===== src/rtl/instr_fetch_unit.sv =====
// Instruction fetch unit: owns the PC, reads imem over req/ack and
// hands each 16-bit word to decode over valid/ready, steering on branches.
module instr_fetch_unit #(
    parameter int                ADDR_W   = 8,
    parameter logic [ADDR_W-1:0] RESET_PC = '0,
    parameter int                MAX_WAIT = 15
) (
    input  logic              clk,
    input  logic              rst_n,
    input  logic              enable,
    output logic              imem_req,
    output logic [ADDR_W-1:0] imem_addr,
    input  logic              imem_ack,
    input  logic [15:0]       imem_rdata,
    output logic [15:0]       instr,
    output logic [ADDR_W-1:0] instr_pc,
    output logic              instr_valid,
    input  logic              instr_ready,
    input  logic              is_branch,
    input  logic [3:0]        branch_type,
    input  logic [15:0]       branch_offset,
    input  logic              zero_flag,
    output logic [15:0]       retired_count,
    output logic              fetch_error
);

    localparam int WAIT_W = $clog2(MAX_WAIT + 1);
    localparam logic [WAIT_W-1:0] WAIT_MAX = WAIT_W'(MAX_WAIT);

    localparam logic [3:0] BR_JUMP = 4'b1001;
    localparam logic [3:0] BR_BRZ  = 4'b1010;
    localparam logic [3:0] BR_BRNZ = 4'b1011;

    typedef enum logic [1:0] {
        S_IDLE,
        S_FETCH,
        S_ISSUE,
        S_ERROR
    } state_t;

    state_t            state_q, state_d;
    logic [ADDR_W-1:0] pc_q, pc_d;
    logic [ADDR_W-1:0] instr_pc_q, instr_pc_d;
    logic [15:0]       instr_q, instr_d;
    logic [15:0]       retired_q, retired_d;
    logic [WAIT_W-1:0] wait_q, wait_d;
    logic              req_q, req_d;
    logic              valid_q, valid_d;
    logic              err_q, err_d;

    logic              taken;
    logic [ADDR_W-1:0] next_pc;
    logic [WAIT_W-1:0] wait_inc;

    // Only the low ADDR_W offset bits matter; the PC wraps.
    logic unused_offset;
    assign unused_offset = ^branch_offset;

    always_comb begin
        taken = is_branch &
                ((branch_type == BR_JUMP) |
                 ((branch_type == BR_BRZ) & zero_flag) |
                 ((branch_type == BR_BRNZ) & ~zero_flag));
        if (taken) begin
            next_pc = instr_pc_q + branch_offset[ADDR_W-1:0];
        end else begin
            next_pc = instr_pc_q + ADDR_W'(1);
        end
        wait_inc = wait_q + WAIT_W'(1);

        state_d    = state_q;
        pc_d       = pc_q;
        instr_pc_d = instr_pc_q;
        instr_d    = instr_q;
        retired_d  = retired_q;
        wait_d     = wait_q;

        unique case (state_q)
            S_IDLE: begin
                wait_d = '0;
                if (enable) begin
                    state_d = S_FETCH;
                end
            end
            S_FETCH: begin
                if (imem_ack) begin
                    instr_d    = imem_rdata;
                    instr_pc_d = pc_q;
                    wait_d     = '0;
                    state_d    = S_ISSUE;
                end else begin
                    wait_d = wait_inc;
                    if (wait_inc == WAIT_MAX) begin
                        state_d = S_ERROR;
                    end
                end
            end
            S_ISSUE: begin
                if (instr_ready) begin
                    retired_d = retired_q + 16'd1;
                    pc_d      = next_pc;
                    wait_d    = '0;
                    state_d   = enable ? S_FETCH : S_IDLE;
                end
            end
            S_ERROR: begin
                state_d = S_ERROR;
            end
            default: begin
                state_d = S_IDLE;
            end
        endcase

        req_d   = (state_d == S_FETCH);
        valid_d = (state_d == S_ISSUE);
        err_d   = (state_d == S_ERROR);
    end

    always_ff @(posedge clk) begin
        if (!rst_n) begin
            state_q    <= S_IDLE;
            pc_q       <= RESET_PC;
            instr_pc_q <= '0;
            instr_q    <= '0;
            retired_q  <= '0;
            wait_q     <= '0;
            req_q      <= 1'b0;
            valid_q    <= 1'b0;
            err_q      <= 1'b0;
        end else begin
            state_q    <= state_d;
            pc_q       <= pc_d;
            instr_pc_q <= instr_pc_d;
            instr_q    <= instr_d;
            retired_q  <= retired_d;
            wait_q     <= wait_d;
            req_q      <= req_d;
            valid_q    <= valid_d;
            err_q      <= err_d;
        end
    end

    assign imem_req      = req_q;
    assign imem_addr     = pc_q;
    assign instr         = instr_q;
    assign instr_pc      = instr_pc_q;
    assign instr_valid   = valid_q;
    assign retired_count = retired_q;
    assign fetch_error   = err_q;

endmodule


===== config.mk =====
export PLATFORM = sky130hd
export DESIGN_NAME = instr_fetch_unit
export DESIGN_NICKNAME = d
export VERILOG_FILES = /design/src/rtl/instr_fetch_unit.sv
export SDC_FILE = /design/constraint.sdc
export NUM_CORES = 1
export LEC_CHECK = 0
export CORE_AREA = 2 2 74 90
export DETAILED_ROUTE_END_ITERATION = 8
export DIE_AREA = 0 0 76 92
export DONT_BUFFER_PORTS = 1
export PLACE_DENSITY = 0.59
export SETUP_SLACK_MARGIN = 0.4
export SLEW_MARGIN = 20
export SYNTH_ARGS = -nofsm -noshare
export SYNTH_HDL_FRONTEND = slang
export SYNTH_SLANG_ARGS = --single-unit

===== constraint.sdc =====
create_clock -name clk -period 2.6 [get_ports clk]
set_input_delay 0.13 -clock clk [delete_from_list [all_inputs] [get_ports clk]]
set_output_delay 0.13 -clock clk [all_outputs]
set_load 0.005 [all_outputs]

==> results of run 1 <==
==> flip-flops by register name, indices dropped and copies added (netlist names) <==
signal and cells:
instr_valid 1, imem_addr 8, instr 16, state_q 2, imem_req 1, instr_pc 8, wait_q 4, retired_count 16
fetch_error 1
==> placed cells by master, fill, tap and decap left out, drive strengths merged, types with 3 or more instances in the layout <==
| cell | instances |
|---|---|
| a21oi | 6 |
| a211oi | 3 |
| nand2b | 6 |
| nand3 | 7 |
| xnor2 | 8 |
| and2 | 22 |
| a21boi | 32 |
| xor2 | 8 |
| nand4 | 4 |
| nor3 | 5 |
| nor2b | 8 |
| o211ai | 4 |
| o21ai | 11 |
| inv | 7 |
| ha | 10 |
| dfxtp | 57 |
| dlygate4sd3 | 17 |
| buf | 4 |
| nor2 | 7 |
| or3 | 4 |
| clkbuf | 13 |
| nand2 | 69 |
==> final cells by class <==
type | count | area, um2
clock buffers | 13 | 149
clock inverters | 3 | 40.0
fillers | 604 | 3010
inverters | 7 | 26.3
multi-input cells | 236 | 1520
flip-flops and latches | 57 | 1140
well taps | 85 | 106
repair buffers | 21 | 213
==> critical path, delay by kind of cell <==
family | cells | cell delay (ps)
compound gates | 4 | 1070
fa+ha+maj | 1 | 230
buf+inv | 1 | 70
simple gates | 4 | 570
==> routing by layer <==
metal / wire length [um] / global-route usage, % / vias to the layer above
met5: 0 / 0 / -
met2: 2870 / 30.3 / 56
met4: 112 / 10.0 / 0
met1: 2430 / 19.2 / 981
li1: - / - / 1102
met3: 447 / 7.19 / 8
==> worst paths after layout <==
path	endpoint	slack, ps	depth (start not counted)
min reg2reg	instr[11]$_SDFFE_PN0P_	490	2
max	imem_addr[7]$_SDFFE_PN0P_	750	10
min	imem_addr[4]$_SDFFE_PN0P_	20	2
max reg2reg	imem_addr[6]$_SDFFE_PN0P_	810	8
==> report_power, final <==
group,switching [uW],internal (uW),total [uW]
Combinational,54.6,50.4,105
Clock,333,466,800
Sequential,14.2,892,906
==> through the flow <==
| stage | instance area (um2) | hold WS [ps] | utilization (%) | total power, uW | setup slack [ps] |
|---|---|---|---|---|---|
| after floorplan | 2750 | 275 | - | 990 | 643 |
| after global placement | 2820 | 257 | 45.4 | 995 | 461 |
| after detailed placement | 2820 | 258 | 45.4 | 997 | 387 |
| after CTS | 3190 | 3.40 | 51.5 | 1850 | 740 |
| after global routing | 3190 | 27.4 | 51.5 | 1900 | 631 |
| final | 3190 | 22.2 | 51.5 | 1810 | 747 |
==> cell families after synthesis <==
family | synth area share [%]
buf+inv | 3.36
xor+xnor | 5.09
fa+ha+maj | 5.27
flops | 41.5
simple gates | 28.7
compound gates | 16.1
==> what timing repair did <==
action | 4_1_cts | 5_1_grt
hold buffers | 18 | 0
setup endpoints to repair | 0 | 0
hold endpoints to repair | 56 | 0
==> results_dict.tcl, run 1 <==
set metrics [dict create \
    status "completed" \
    netlist_instances 313 \
    grt_max_degree 59 \
    num_io_pins 94 \
    netlist_area_mm2 0.00275 \
    cts-root-buf "clkbuf_8" \
    tns_ps 0 \
    routed_via_density 5.09 \
    ys_ff_latch 57 \
    peakVddDrop_uv 324 \
    synth_commonest_cells "nand2_1, dfxtp_1, a21boi_0" \
    drv_cap 0 \
    cts_made_buffers 9 \
    reg2reg_from "instr_pc[0]$_SDFFE_PN0P_" \
    gp_congestion 0.816 \
    area.growth.synth_to_final_pct 16.0 \
    avgSynthCellArea_um2 8.79 \
    firstDrtPassIters 4 \
    setup_viol 0 \
    synthTopCellsByArea "dfxtp_1, nand2_1, a21boi_0, and2_1, ha_1" \
    placed_cells 388 \
    yosysTopAreaCellShare_pct 41.5 \
    cts-resized-gates 0 \
    cts_tree "built" \
    grt_pass1_vias 2099 \
    fp.dieArea_mm2 0.00699 \
    dpl.hpwl_um 3920 \
    tightest_slew_ps 492 \
    final-hold-violation-count 0 \
    report.final.slew_viol_count 0 \
    fin_cells 422 \
    slowest_stage "o211a_1" \
    post-route-min-period_ps 1850 \
    seq_area_frac_synth_pct 41.5 \
    htreeDepth 3 \
    synth_fp_nets 367 \
    grt_pass1_wl_um 9820 \
    cp_data_required_time_ps 2820 \
    critPathCaptureType "flop" \
    grt_use_total_pct 18.0 \
    drtAntennaViolNets 0 \
    rsz0062_at_grt "no" \
    n_antenna_cell 0 \
    cts_sinks 57 \
    dieWidth_um 76 \
    finalWirelength_um 5870 \
    synthFlopType "dfxtp_1" \
    fp.dieH_um 92 \
    drc_errors 0 \
    wl_per_cell_um 13.9 \
    ys_async_sr_fraction_pct 0 \
    cp-startpoint "branch_type[0]" \
    p_leak_uw 0.00125 \
    relSlewSlack_pct 67.1 \
    cp-start-kind "primary input" \
    synth_cell_types 42 \
    synth.most_common_cell "nand2_1" \
    start_util_pct 44.4 \
    hold_path.class "in2reg" \
    synth-edff-count 0 \
    synth_top_area_cell "dfxtp_1" \
    path_cells "a21boi_0 -> o211a_1 -> nand2_1 -> inv_1 -> ha_1 -> a211oi_1 -> nor2_1 -> nand2b_1 -> and3_1 -> a311o_1" \
    fmax_ghz 0.540 \
    postCtsSetupRepairBufs 0 \
    vias 2147 \
    cp_max_fo 7 \
    max_stage_delay_ps 330 \
    crit_type "in2reg" \
    num-nets-final 386 \
    cts_buffer_depth 2 \
    fin_skew_ps 7.57 \
    drive_gt1_share_pct 6.82 \
    drt_iter0_markers 77 \
    clk_pin_slew_worst_paths_ps 60 \
    hold_start "rst_n" \
    arrival_ps 2070 \
    p_per_area_mw_per_mm2 567 \
    clock_latency_ps 330 \
    port_buffers 0 \
    period_share_pct 71.3 \
    coreArea_mm2 0.00621 \
    synth_warnings 0 \
    antenna_found_initial 0 \
    fp-row-count 32 \
    overflow 0 \
]
Power figures use the tool's default switching activity.
==> run 2: changes to the inputs <==
--- a/config.mk
+++ b/config.mk
@@ -5,11 +5,12 @@
 export SDC_FILE = /design/constraint.sdc
 export NUM_CORES = 1
 export LEC_CHECK = 0
+export ABC_AREA = 1
 export CORE_AREA = 2 2 74 90
 export DETAILED_ROUTE_END_ITERATION = 8
 export DIE_AREA = 0 0 76 92
 export DONT_BUFFER_PORTS = 1
-export PLACE_DENSITY = 0.59
+export PLACE_DENSITY = 0.58
 export SETUP_SLACK_MARGIN = 0.4
 export SLEW_MARGIN = 20
 export SYNTH_ARGS = -nofsm -noshare
==> constraint.sdc (replaced) <==
create_clock -name clk -period 1.9 [get_ports clk]
set_input_delay 0.095 -clock clk [delete_from_list [all_inputs] [get_ports clk]]
set_output_delay 0.095 -clock clk [all_outputs]
set_load 0.005 [all_outputs]
==> run 2 against run 1 <==
Compared with the run above: area after synthesis decreased by 1.5%; sequential share of layout area decreased by 1.3 points; cell count increased by 14%; hold slack improved by 48 ps; utilization increased by 2.4 points; non-clock buffer count increased by 4; clock-buffer cell count unchanged; clock power increased by 29%; die area unchanged; largest power group unchanged.
==> results_dict.tcl, run 2 <==
set metrics [dict create \
    status "completed" \
    gp_congestion 0.809 \
    grt_pass1_wl_um 10400 \
    cp-startpoint "instr_pc[0]$_SDFFE_PN0P_" \
    port_buffers 0 \
    fp.dieArea_mm2 0.00699 \
    wl_per_cell_um 13.5 \
    rrSetupSlack_ps 380 \
    critPathCaptureType "flop" \
    reg2reg_from "instr_pc[0]$_SDFFE_PN0P_" \
    placed_cells 441 \
    drv_cap 0 \
    drtAntennaViolNets 0 \
    relSlewSlack_pct 71.2 \
    cts_tree "built" \
    power_switching_uw 624 \
    p_per_area_mw_per_mm2 759 \
    synthFlopType "dfxtp_1" \
    coreArea_mm2 0.00621 \
    final-hold-violation-count 0 \
    p_seq_share_pct 50.6 \
    htreeDepth 3 \
    multi_input_area_mm2 0.00148 \
    num-nets-final 444 \
    setup_viol 0 \
    synth_fp_nets 418 \
    tightest_slew_ps 431 \
    num_io_pins 94 \
    cts_buffer_depth 2 \
    firstDrtPassIters 4 \
    cp_max_fo 3 \
    fp.dieH_um 92 \
    clk_pin_slew_worst_paths_ps 60 \
    grt_max_degree 43 \
    rsz0062_at_grt "yes" \
    synth_cell_types 34 \
    seq_area_mm2 0.00115 \
    grt_use_total_pct 18.6 \
    cts_sinks 57 \
    ys_async_sr_fraction_pct 0 \
    dpl.hpwl_um 4250 \
    synth-edff-count 0 \
    tns_ps 0 \
    internal_power_uw 1910 \
    antenna_found_initial 0 \
    p_leak_uw 0.00145 \
    grt.busiest_layer "met2" \
    fin_cells 479 \
    use_met2_pct 33.5 \
    swShare_pct 24.6 \
    fill_cells 586 \
    netlist_area_mm2 0.00271 \
    n_antenna_cell 0 \
    grt_use_met3_pct 5.61 \
    routed_via_density 4.99 \
    fmax_ghz 0.658 \
    worst_setup_path_endpoint "imem_addr[6]$_SDFFE_PN0P_" \
    post-route-min-period_ps 1520 \
    area.growth.synth_to_final_pct 23.4 \
    overflow 0 \
    vias 2390 \
    ys_ff_latch 57 \
    report.final.slew_viol_count 0 \
    final_area_mm2 0.00334 \
    met1_usage_pct 20.3 \
    fp-row-count 32 \
    finalWirelength_um 6470 \
    synth_warnings 0 \
    cp-start-kind "flop" \
    grt_pass1_vias 2306 \
    r2r_cells 9 \
    seq_area_frac_synth_pct 42.1 \
    dpl_cell_area_mm2 0.00285 \
    synth_commonest_cells "nor2_1, dfxtp_1, nand2_1" \
    cts-root-buf "clkbuf_8" \
    drive_gt1_share_pct 16.5 \
    hold_path.class "in2reg" \
    cts_made_buffers 9 \
    peakVddDrop_uv 498 \
    drc_errors 0 \
    clock_latency_ps 330 \
    period_share_pct 80.0 \
    p_clk_share_pct 40.5 \
    drt_iter0_markers 86 \
    synth_top_area_cell "dfxtp_1" \
    cp_data_required_time_ps 2120 \
    avgSynthCellArea_um2 7.45 \
    combPwrFrac_pct 8.9 \
    reg2reg_to "imem_addr[6]$_SDFFE_PN0P_" \
    layout.cells.most_common "nor2_1" \
    synth.most_common_cell "nor2_1" \
    netlist_instances 364 \
    yosysTopAreaCellShare_pct 42.1 \
    arrival_ps 1740 \
    dieWidth_um 76 \
    synthTopCellsByArea "dfxtp_1, nor2_1, nand2_1, inv_1, o21ai_0" \
    crit_type "reg2reg" \
    fin_skew_ps 8.32 \
    layout_common_cells "nor2_1, dfxtp_1, nand2_1, inv_1, o21ai_0" \
    start_util_pct 43.7 \
]
-- run 2: changes by cell type after synthesis, moves of 8 or more --
cell	delta
nor2_1	+62
inv_1	+36
a21boi_0	-30
and2_1	-22
nand2_1	-20
a21oi_1	+19
o21ai_0	+19
nand3_1	+10
nor2b_1	-8
-- run 2: through the flow --
stage | setup WS, ps | utilization (%) | hold WS [ps] | power (uW)
2_1_floorplan | 275 | - | 230 | 1440
3_3_place_gp | 144 | 46.0 | 224 | 1470
3_5_place_dp | 115 | 46.0 | 235 | 1470
4_1_cts | 388 | 52.7 | 47.1 | 2570
5_1_grt | 251 | 53.9 | 70.0 | 2650
6_report | 380 | 53.9 | 70.4 | 2540
-- run 2: worst min path at each step --
stage / start / to / depth (start not counted)
2_1_floorplan: imem_rdata[0] / instr[0]$_SDFFE_PN0P_ / 2
3_3_place_gp: rst_n / retired_count[15]$_SDFFE_PN0P_ / 2
3_5_place_dp: rst_n / retired_count[13]$_SDFFE_PN0P_ / 2
4_1_cts: instr_ready / wait_q[3]$_SDFFE_PN0P_ / 3
5_1_grt: instr_ready / wait_q[2]$_SDFFE_PN0P_ / 3
6_report: instr_ready / wait_q[3]$_SDFFE_PN0P_ / 3
-- run 2: power groups by stage --
stage	combinational [uW]	clock, uW	sequential, uW
floorplan	142	0	1290
global placement	159	0	1310
detailed placement	164	0	1310
CTS	216	1070	1280
global route	254	1110	1290
finish	225	1030	1280
-- run 2: logic make-up (layout without fill, tap and decap cells) --
group / count (synthesis) / after routing / share of synthesized area, %
buffers and inverters: 57 / 87 / 8.13
and+or+nand+nor: 159 / 159 / 27.7
xor gates and xnor gates: 6 / 6 / 1.94
adders and majority gates: 11 / 11 / 5.36
DFF: 57 / 57 / 42.1
AOI/OAI and AO/OA: 74 / 74 / 14.8
-- run 2: repair_timing --
action                                 4_1_cts  5_1_grt
hold buffers                                19        0
endpoints found under the hold margin       48        0
setup buffers                                2        2
pin swaps                                    5        4
setup endpoints to repair                    6       10
resized for setup                            6       11
-- run 2: metal layers --
metal  share of wire [%]  up-vias
met3                 6.0        4
met4                0.48        0
met5                   0        -
li1                    -     1232
met1                  42     1094
met2                  52       60
-- run 2: final cells by class --
cell class | count | share of cell area [%]
Timing Repair Buffer | 25 | 7.34
Clock buffer | 13 | 5.05
Multi-Input combinational cell | 250 | 44.2
Inverter | 47 | 5.50
Tap cell | 85 | 3.18
Sequential cell | 57 | 34.4
Clock inverter | 2 | 0.374
-- run 2: worst max-delay path, stage by stage, from the launching register on --
cell	delay (ps)
dfxtp_4	380
ha_4	150
inv_2	40
fa_2	340
inv_2	80
nand4_1	110
nand4_1	110
nand2_1	70
o21ai_2	120
inv_1	40
